### src/rtl/beep_arbiter.sv
// beep_arbiter
//   Output stage between the tune/sound-effect generators and the single
//   buzzer pin. Fixed priority (highest index wins) selects one requesting
//   source; a minimum play time limits pre-emption, and every handover waits
//   for the current source's low phase (bounded by a timeout) followed by a
//   silent gap, so the buzzer never clicks.
//
//   Optional feature macro: VOLUME_EN
//     When defined, a PWM_BITS-bit free-running counter gates the buzzer
//     during PLAY/DRAIN, giving a volume control via the volume port.
//     When undefined, the volume port is absent and the buzzer carries the
//     raw source waveform.
//
// Ports
//   clk         system clock
//   rst         asynchronous, active-high reset
//   src_req     per-source buzzer request (level)
//   src_beep    per-source square-wave output
//   mute        global mute, overrides everything
//   volume      amplitude code, 0 = silent (VOLUME_EN only)
//   buzzer      registered buzzer drive
//   active_src  index of the source owning the buzzer
//   busy        high whenever the arbiter is not idle
module beep_arbiter #(
    parameter int N_SRC      = 4,
    parameter int MIN_HOLD   = 1_250_000,
    parameter int GAP_CYCLES = 100_000,
    parameter int PWM_BITS   = 3,
    localparam int SW        = (N_SRC > 1) ? $clog2(N_SRC) : 1
) (
    input  logic                clk,
    input  logic                rst,
    input  logic [N_SRC-1:0]    src_req,
    input  logic [N_SRC-1:0]    src_beep,
    input  logic                mute,
`ifdef VOLUME_EN
    input  logic [PWM_BITS-1:0] volume,
`endif
    output logic                buzzer,
    output logic [SW-1:0]       active_src,
    output logic                busy
);

    localparam int HW = (MIN_HOLD > 1) ? $clog2(MIN_HOLD) : 1;
    localparam int GW = (GAP_CYCLES > 1) ? $clog2(GAP_CYCLES) : 1;
    localparam logic [HW-1:0] HOLD_LAST = HW'(MIN_HOLD - 1);
    localparam logic [GW-1:0] GAP_LAST  = GW'(GAP_CYCLES - 1);

    if (N_SRC < 1 || MIN_HOLD < 1 || GAP_CYCLES < 1 || PWM_BITS < 1) begin : g_bad_cfg
        $error("beep_arbiter: all parameters must be at least 1");
    end

    typedef enum logic [1:0] {
        S_IDLE,
        S_PLAY,
        S_DRAIN,
        S_GAP
    } state_t;

    state_t        state;
    logic [HW-1:0] hold_cnt;
    logic [GW-1:0] gap_cnt;
    logic [GW-1:0] drain_cnt;

    logic [SW-1:0] pick;
    logic          any_req;
    logic          cur_beep;
    logic          beep_out;
    logic          preempt;

    // Highest requesting index wins; later iterations overwrite earlier ones.
    always_comb begin
        pick = '0;
        for (int unsigned i = 0; i < N_SRC; i++) begin
            if (src_req[i]) pick = SW'(i);
        end
    end

    assign any_req  = |src_req;
    assign cur_beep = src_beep[active_src];
    assign preempt  = (pick > active_src) && (hold_cnt >= HOLD_LAST);

`ifdef VOLUME_EN
    logic [PWM_BITS-1:0] pwm_cnt;

    always_ff @(posedge clk or posedge rst) begin
        if (rst) pwm_cnt <= '0;
        else     pwm_cnt <= pwm_cnt + 1'b1;
    end

    // Only the drive is gated; drain low detection keeps using cur_beep.
    assign beep_out = cur_beep & (pwm_cnt < volume);
`else
    assign beep_out = cur_beep;
`endif

    always_ff @(posedge clk or posedge rst) begin
        if (rst) begin
            state      <= S_IDLE;
            buzzer     <= 1'b0;
            active_src <= '0;
            busy       <= 1'b0;
            hold_cnt   <= '0;
            gap_cnt    <= '0;
            drain_cnt  <= '0;
        end else if (mute) begin
            // active_src is left alone: it only changes on PLAY entry.
            state     <= S_IDLE;
            buzzer    <= 1'b0;
            busy      <= 1'b0;
            hold_cnt  <= '0;
            gap_cnt   <= '0;
            drain_cnt <= '0;
        end else begin
            case (state)
                S_IDLE: begin
                    buzzer <= 1'b0;
                    if (any_req) begin
                        active_src <= pick;
                        hold_cnt   <= '0;
                        state      <= S_PLAY;
                        busy       <= 1'b1;
                    end
                end

                S_PLAY: begin
                    buzzer <= beep_out;
                    if (hold_cnt != HOLD_LAST) hold_cnt <= hold_cnt + 1'b1;
                    if (!src_req[active_src] || preempt) begin
                        drain_cnt <= '0;
                        state     <= S_DRAIN;
                    end
                end

                S_DRAIN: begin
                    // drain_cnt counts DRAIN cycles already spent with the
                    // source high; the last allowed one forces silence.
                    if (!cur_beep || drain_cnt == GAP_LAST) begin
                        buzzer  <= 1'b0;
                        gap_cnt <= '0;
                        state   <= S_GAP;
                    end else begin
                        buzzer    <= beep_out;
                        drain_cnt <= drain_cnt + 1'b1;
                    end
                end

                S_GAP: begin
                    buzzer <= 1'b0;
                    if (gap_cnt == GAP_LAST) begin
                        if (any_req) begin
                            active_src <= pick;
                            hold_cnt   <= '0;
                            state      <= S_PLAY;
                        end else begin
                            state <= S_IDLE;
                            busy  <= 1'b0;
                        end
                    end else begin
                        gap_cnt <= gap_cnt + 1'b1;
                    end
                end

                default: begin
                    state  <= S_IDLE;
                    buzzer <= 1'b0;
                    busy   <= 1'b0;
                end
            endcase
        end
    end

endmodule

### config.mk
export PLATFORM = sky130hd
export DESIGN_NAME = beep_arbiter
export DESIGN_NICKNAME = d
export VERILOG_FILES = /design/src/rtl/beep_arbiter.sv
export SDC_FILE = /design/constraint.sdc
export NUM_CORES = 1
export LEC_CHECK = 0
export BUFFER_PORTS_ARGS = -buffer_cell sky130_fd_sc_hd__buf_2
export CAP_MARGIN = 25
export CORE_UTILIZATION = 62
export DETAILED_ROUTE_END_ITERATION = 12
export GPL_TIMING_DRIVEN = 0
export HOLD_SLACK_MARGIN = 0.1
export PLACE_DENSITY = 0.8
export SETUP_SLACK_MARGIN = 0.3
export SLEW_MARGIN = 20
export SYNTH_ARGS = -nofsm -noshare
export SYNTH_HDL_FRONTEND = slang
export SYNTH_SLANG_ARGS = --single-unit
### constraint.sdc
create_clock -name clk -period 3.31 [get_ports clk]
set_input_delay 0.662 -clock clk [delete_from_list [all_inputs] [get_ports clk]]
set_output_delay 0.662 -clock clk [all_outputs]
set_load 0.02 [all_outputs]
After elaboration in Yosys (flattened, before gate mapping):

Index checks and enable logic that the tools add are counted.

* mux-type cells: 38
* equal/unequal tests: 15
* reductions and logical operators: 19
* multipliers: 0
* magnitude comparators: 3
* bitwise gates (word level): 1
* $add $sub $neg: 3
* div/mod/pow operators: 0
* shift operators: 0

Operators with widths (count)
* $mux W17: 6
* $mux W21: 4
* $pmux W17 S2: 2
* $pmux W21 S3: 1
* $add A17 B1 Y17 const B: 2
* $eq A17 B17 Y1 const B: 2
* $ne A3 B3 Y1 const B: 8
* $add A21 B1 Y21 const B: 1
* $ge A21 B21 Y1 const B: 1
* $ne A21 B21 Y1 const B: 1
* $mux W2: 9
* $reduce_and A3 Y1: 4
* $mux W1: 10
* $reduce_bool A3 Y1: 3
* $pmux W2 S4: 1
* $reduce_and A4 Y1: 2
* $bmux W1 S2: 2
* $eq A2 B2 Y1 const B: 2
* $pmux W2 S2: 1
* $reduce_bool A4 Y1: 1
* $reduce_or A4 Y1: 1
* $lt A2 B3 Y1 const B: 1
* $pmux W1 S3: 1
* $eq A2 B1 Y1 const B: 1
* other kinds (10): 12

* flip-flop bits (word level): 61
* memory bits (read-only): 0
* memories kept: 0
* bits of input ports: 11
* bits in writable memories: 0
* output and inout port bits: 4
* bits in latches: 0
* logic and storage cells: 86

Logic depth before layout (Yosys ltp):

Gate-level depths: netlist of the first run.

* depth after elaboration: 9
* mapped depth: 11
* mapped depth without buffers: 9

Least setup slack after synthesis of the first run:

No wires, ideal clock.

* path type: reg2reg
* from: register hold_cnt[14]
* to: register drain_cnt[9]
* path buffers: 3
* arrival time: 2673 ps
* stages on the path, launching flop included: 10
* slack: 545 ps
* cell sequence: dfrtp_1 > buf_6 > or4_4 > or4_4 > and4b_1 > o31ai_1 > or3_1 > buf_2 > buf_6 > o31ai_2

* word-level cells in the longest chain between the ends: 5

RTL lines
* from (decl): line 61 `logic [HW-1:0] hold_cnt;`
* from (signal assigned): line 128 `if (hold_cnt != HOLD_LAST) hold_cnt <= hold_cnt + 1'b1;`
* $ge A21 B21 Y1: line 81 `assign preempt = (pick > active_src) && (hold_cnt >= HOLD_LAST);`
* $logic_and A1 B1 Y1: line 81
* $logic_or A1 B1 Y1: line 129 `if (!src_req[active_src] || preempt) begin`
* $ne A3 B3 Y1 (no line)
* $reduce_and A3 Y1 (no line)
* to (signal assigned): line 144 `drain_cnt <= drain_cnt + 1'b1;`
* to (decl): line 63 `logic [GW-1:0] drain_cnt;`

No other way between the ends.
A chain may end at the register's enable or synchronous reset.

Worst setup path in the final report of the first run:

* from: register hold_cnt[14]
* to: register drain_cnt[10]

The elaborated chain is that of the path after synthesis.

==> results of run 1 <==
-- critical path, stage by stage, from the launching register on --
cell     delay [ns]
dfrtp_1        0.39
buf_6          0.14
or4_4          0.51
or4_4          0.47
and4b_1        0.34
o31ai_2        0.10
or3_1          0.37
buf_6          0.15
buf_6          0.15
o31ai_2        0.22
-- power by group through the flow --
stage / Clock [mW] / Combinational [mW] / Sequential, mW
after floorplan: 0 / 0.424 / 0.864
after global placement: 0 / 0.594 / 0.848
after global routing: 0.584 / 0.721 / 0.842
after detailed placement: 0 / 0.615 / 0.849
after CTS: 0.546 / 0.624 / 0.835
final: 0.542 / 0.654 / 0.836
-- sequential cells by signal (all words and copies together), names as in the netlist --
name        count
state           2
buzzer          1
busy            1
gap_cnt        17
drain_cnt      17
active_src      2
hold_cnt       21
-- logic make-up (layout without fill, tap and decap cells) --
family                     after synthesis  count (layout)  synth area share, %
and+or+nand+nor                        182             182                25.33
AOI/OAI and AO/OA                      139             139                24.91
DFF                                     61              61                39.62
buffers and inverters                   35              69                3.865
adders and majority gates               10              10                3.248
xor gates and xnor gates                 6               6                1.364
muxes                                    5               5                1.656
-- repair_timing --
| item | 4_1_cts | 5_1_grt |
|---|---|---|
| buffers inserted | 0 | 5 |
| gates resized for setup | 3 | 10 |
| endpoints found under the setup margin | 11 | 26 |
| pin swaps | 0 | 5 |
-- per-layer routing --
layer  GRT usage, %  vias up  routed length [um]
met1          40.52     1804                4176
met5              0        -                   0
li1               -     1731                   -
met3          6.180       24                 502
met4          14.82        0                 256
met2          50.67      127                4691
-- cells in the final DEF, fill, tap and decap left out, drive strengths merged, types with 10 or more instances in the layout --
cell type  instances
a21oi             23
or4               12
dfrtp             61
nand3             25
ha                10
nand2             40
nor2              32
o31ai             41
inv               14
o21ai             33
clkbuf            28
buf               24
and3              10
-- final timing paths --
check	from	endpoint	slack (ns)	cells past startpoint
setup / recovery	hold_cnt[14]	drain_cnt[10]	0.39	9
hold / removal	rst	drain_cnt[8]	0.21	2
setup reg to reg	hold_cnt[14]	drain_cnt[10]	0.39	9
hold reg to reg	drain_cnt[16]	drain_cnt[16]	0.50	1
max in group asynchronous	rst	active_src[0]	2.61	3
min in group clk	drain_cnt[16]	drain_cnt[16]	0.50	1
-- layout make-up --
cell class / count / area, um^2
well taps: 75 / 93.84
inverters: 14 / 55.05
multi-input cells: 342 / 2217
clock buffers: 11 / 131.4
plain buffers: 21 / 106.4
fillers: 478 / 1675
flip-flops and latches: 61 / 1526
clock inverters: 3 / 15.01
repair buffers: 20 / 135.1
-- per-stage QoR --
step / area (um^2) / setup slack, ns / instances
CTS: 4209 / 0.3028 / 542
global route: 4280 / 0.2440 / 547
global placement: 4016 / 0.1269 / 527
floorplan: 3852 / 0.5450 / 438
detailed placement: 4046 / 0.007614 / 528
finish: 4280 / 0.3851 / 547
==> run metrics, run 1 <==
biggest area consumer among synthesized cells=dfrtp_1; DR vias/cell=6.739; DRT iter0 DRCs=358; Routed WL per cell=17.60 um; Util after Layout=71.87%; worst-skew pair later-pin latency=0.34 ns; IO Count=15; Max IR drop VDD=323.0 uV; setup TNS=0 ns; CTS Sinks=61; antenna violations before repair=0; Die Wd=80.83 um; Overall Power=2.032 mW; Starting Density=64.68%; clock buffer depth=2; area fraction of the dominant cell type after synthesis=39.62%; clock network power share=26.7%; die height=80.83 um; power density over the cells=474.7 nW/um^2; top post-synthesis cells by count=dfrtp_1, nand2_1, o31ai_1; Synth async-reset ratio=100.0%; max-cap violation count=0; Synth Register Bits=61; number of synthesized flops with an enable pin=0; core footprint=5956 um^2; gr usage total=31.43%; # setup viols final=0; Hold WC Path Type=input pin to async pin; Final Cycle Share=88.36%; largest cells by area after synthesis=dfrtp_1, o31ai_1, nand2_1; full die area=6533 um^2; Leak=1.779 nW; CTS tree=yes; Antenna Nets Post-Route=0; Switching Share=37.34%; Crit. End Element=flop; # DRC=0; count of hold-fix buffers inserted at cts=0; startpoint types=flop; pin count of the biggest net entering global routing=52; RSZ-0062 raised after global routing=false; DR pass1 iterations=5; syn_nets=459; Syn. warnings=0; Slew Limit Fails=0; PortBufs=14; peak fanout along the critical path=10; Slew @ Worst Pin=0.9954 ns; Clock Tree Root=clkbuf_8; status=finished, final reports clean; most frequent cell after synthesis=dfrtp_1; Seq/Total Area, Yosys=39.62%; Max Fclk=0.3419 GHz; Final nets=490; share of layout cells above drive strength 1=13.14%; Critical Path AT=3.18 ns; H-tree depth=3; ANT cells=0; Tmin final=2.925 ns; Mapped Area=3852 um^2; P_sw=758.7 uW; Distinct cells, synth=56; first-pass GRT wire length=15.59 mm; ys flop type=dfrtp_1; vias in the first global route=3,332; required time of the critical path=3.56 ns; Seq pwr share=41.1%; hpwl dp=6.577 mm; total global routing overflow=0; total CTS buffers=9; # rows=28; WS Path Type=flop to flop; Int Power=1.273 mW; Hold WS=0.2146 ns; Rel. slew slack=33.13%; clk slew on worst S/H paths=0.07 ns; Area growth syn-to-layout=11.11%; Avg Inst Size Synth=8.796 um^2; Placer Congestion=0.9011; Logic pwr share=32.2%; final hold vios=0; vias=3,686; routed wire length=9.626 mm; Gate Count Post-Synth=438; clk_skew=0.006029 ns
No activity file was read; power rests on OpenSTA's default activity.
==> inputs of run 2 (changes only) <==
--- a/config.mk
+++ b/config.mk
@@ -7,11 +7,10 @@
 export LEC_CHECK = 0
 export BUFFER_PORTS_ARGS = -buffer_cell sky130_fd_sc_hd__buf_2
 export CAP_MARGIN = 25
-export CORE_UTILIZATION = 62
+export CORE_UTILIZATION = 25
 export DETAILED_ROUTE_END_ITERATION = 12
 export GPL_TIMING_DRIVEN = 0
 export HOLD_SLACK_MARGIN = 0.1
-export PLACE_DENSITY = 0.8
 export SETUP_SLACK_MARGIN = 0.3
 export SLEW_MARGIN = 20
 export SYNTH_ARGS = -nofsm -noshare
==> run 2 against run 1 <==
Routed wire length up 0.60%. Fmax up 0.92%. Sequential share of layout area fell by 2.0 points. Critical path type unchanged. Via count down 3.0%. Highest routed layer unchanged.
==> run metrics, run 2 (synthesized netlist as in run 1, its figures left out) <==
Area after DPL=4180 um^2 (+3.3%); RSZ-0062 raised after global routing=false; CP max stage cell=or4_4; R2R Setup Slk=0.41 ns (+0.03 ns); Max Fclk=0.3450 GHz (+0.92%); power density over the cells=522.1 nW/um^2 (+10%); # DRC=0 (unchanged); number of flip-flops in the largest register=21 (unchanged); most frequent cells in the layout=dfrtp_1, nand2_1, o31ai_1, nor2_1, o21ai_0; Clock Tree Root=clkbuf_16; first-pass GRT wire length=16.33 mm (+4.7%); die height=126.1 um (+56%); Final nets=488 (-0.41%); Antenna Nets Post-Route=0 (unchanged); Placer Congestion=0.8643 (-4.1%); startpoint types=flop; final instance area=4536 um^2 (+6.0%); biggest regs=hold_cnt x21, drain_cnt x17, gap_cnt x17; Die Wd=126.1 um (+56%); worst r2r path cells=9 (unchanged); routed wire length=9.684 mm (+0.60%); vias=3,575 (-3.0%); Final Cycle Share=87.56% (-0.80 points); setup slack after layout=0.4118 ns (+0.02663 ns); Max IR drop VDD=259.7 uV (-20%); Top reg by flops=hold_cnt; antenna violations before repair=0 (unchanged); Rel. slew slack=37.33% (+4.2 points); share of layout cells above drive strength 1=12.95% (-0.18 points); final hold vios=0 (unchanged); Area growth syn-to-layout=17.73%; status=finished, final reports clean; total global routing overflow=0 (unchanged); Crit. End Element=flop; Worst R2R Start=hold_cnt[14]; Hold WC Path Type=input pin to async pin; # rows=45 (+61%); count of hold-fix buffers inserted at cts=0 (unchanged); vias in the first global route=3,407 (+2.3%); hpwl dp=6.758 mm (+2.8%); DR vias/cell=5.425 (-19%); Slew @ Worst Pin=0.9329 ns (-0.06251 ns); # fillers=1,558 (+230%); crit path cell chain=buf_6, or4_4, or4_4, and4b_1, o31ai_2, or3_1, buf_4, buf_6, o31ai_2; IO Count=15 (unchanged); peak fanout along the critical path=10 (unchanged); CP endpoint=drain_cnt[9]; clk slew on worst S/H paths=0.05 ns (-0.02 ns); Overall Power=2.368 mW (+17%); full die area=15,910 um^2 (+140%); DRT iter0 DRCs=270 (-25%); Leak=1.825 nW (+2.6%); gr usage total=12.66% (-19 points); PortBufs=14 (unchanged); Hold WS=0.2967 ns (+0.08213 ns); core footprint=15,150 um^2 (+150%); max-cap violation count=0 (unchanged); worst setup path startpoint=hold_cnt[14]; CTS Sinks=61 (unchanged); slowest cell delay on critical path=0.51 ns (about the same); ANT cells=0 (unchanged); WS Path Type=flop to flop; Slew Limit Fails=0 (unchanged); worst-skew pair later-pin latency=0.33 ns (about the same); commonest non-fill, non-tap cell in the layout=dfrtp_1; Worst R2R End=drain_cnt[9]; # setup viols final=0 (unchanged); required time of the critical path=3.55 ns (about the same); Routed WL per cell=14.69 um (-16%); H-tree depth=3 (unchanged); DR pass1 iterations=6 (+1); total CTS buffers=9 (unchanged); clk_skew=0.006842 ns (+0.0008125 ns); CTS tree=yes; pin count of the biggest net entering global routing=37 (-29%); Critical Path AT=3.14 ns (-0.04 ns); Placement Setup Slack=-0.05780 ns (-0.06541 ns); clock buffer depth=2 (unchanged); Starting Density=25.44% (-39 points); Tmin final=2.898 ns (-0.02663 ns)
[run 2: timing repair]
item / 4_1_cts / 5_1_grt
cloned: 0 / 0
pin swaps: 0 / 3
resized for setup: 3 / 12
setup endpoints to repair: 16 / 30
buffers inserted: 0 / 3
[run 2: cell type report]
type	instances	area, um^2	area share, %
plain buffers	21	102.6	2.262
clock buffers	14	274.0	6.041
clock inverters	1	5.005	0.1103
inverters	14	55.05	1.214
multi-input cells	342	2225	49.05
flip-flops and latches	61	1526	33.66
well taps	188	235.2	5.186
repair buffers	18	112.6	2.483
[run 2: how the worst min path moves through the flow]
| stage | from | endpoint | slack (ns) | cells past startpoint |
|---|---|---|---|---|
| final | rst | hold_cnt[17] | 0.30 | 2 |
| after global routing | rst | hold_cnt[17] | 0.33 | 2 |
| after CTS | rst | hold_cnt[17] | 0.31 | 2 |
| after detailed placement | drain_cnt[16] | drain_cnt[16] | 0.48 | 1 |
| after global placement | drain_cnt[16] | drain_cnt[16] | 0.48 | 1 |
| after floorplan | drain_cnt[16] | drain_cnt[16] | 0.45 | 1 |
[run 2: per-stage QoR]
step                util, %  cells  TNS, ns
floorplan                 -    438        0
global placement      27.45    640        0
detailed placement    27.60    641  -0.1384
CTS                   29.55    656        0
global route          29.95    659        0
finish                29.95    659        0
[run 2: power by group]
part | internal, mW | switching (mW)
Sequential | 0.786 | 0.0493
Combinational | 0.221 | 0.427
Clock | 0.562 | 0.323
Total | 1.57 | 0.799
[run 2: routing by layer]
metal	vias up	track usage, %	routed length, um	share of wire [%]
li1	1728	-	-	-
met1	1745	16.56	4577	47
met2	82	20.31	4555	47
met3	20	2.931	380	3.9
met4	0	4.678	171	1.8
met5	-	0	0	0
[run 2: critical path: cells and delay by family (launching register included)]
| kind | cells | cell delay, ns |
|---|---|---|
| AOI/OAI and AO/OA | 2 | 0.32 |
| and+or+nand+nor | 4 | 1.67 |
| buffers and inverters | 3 | 0.46 |
| DFF | 1 | 0.36 |
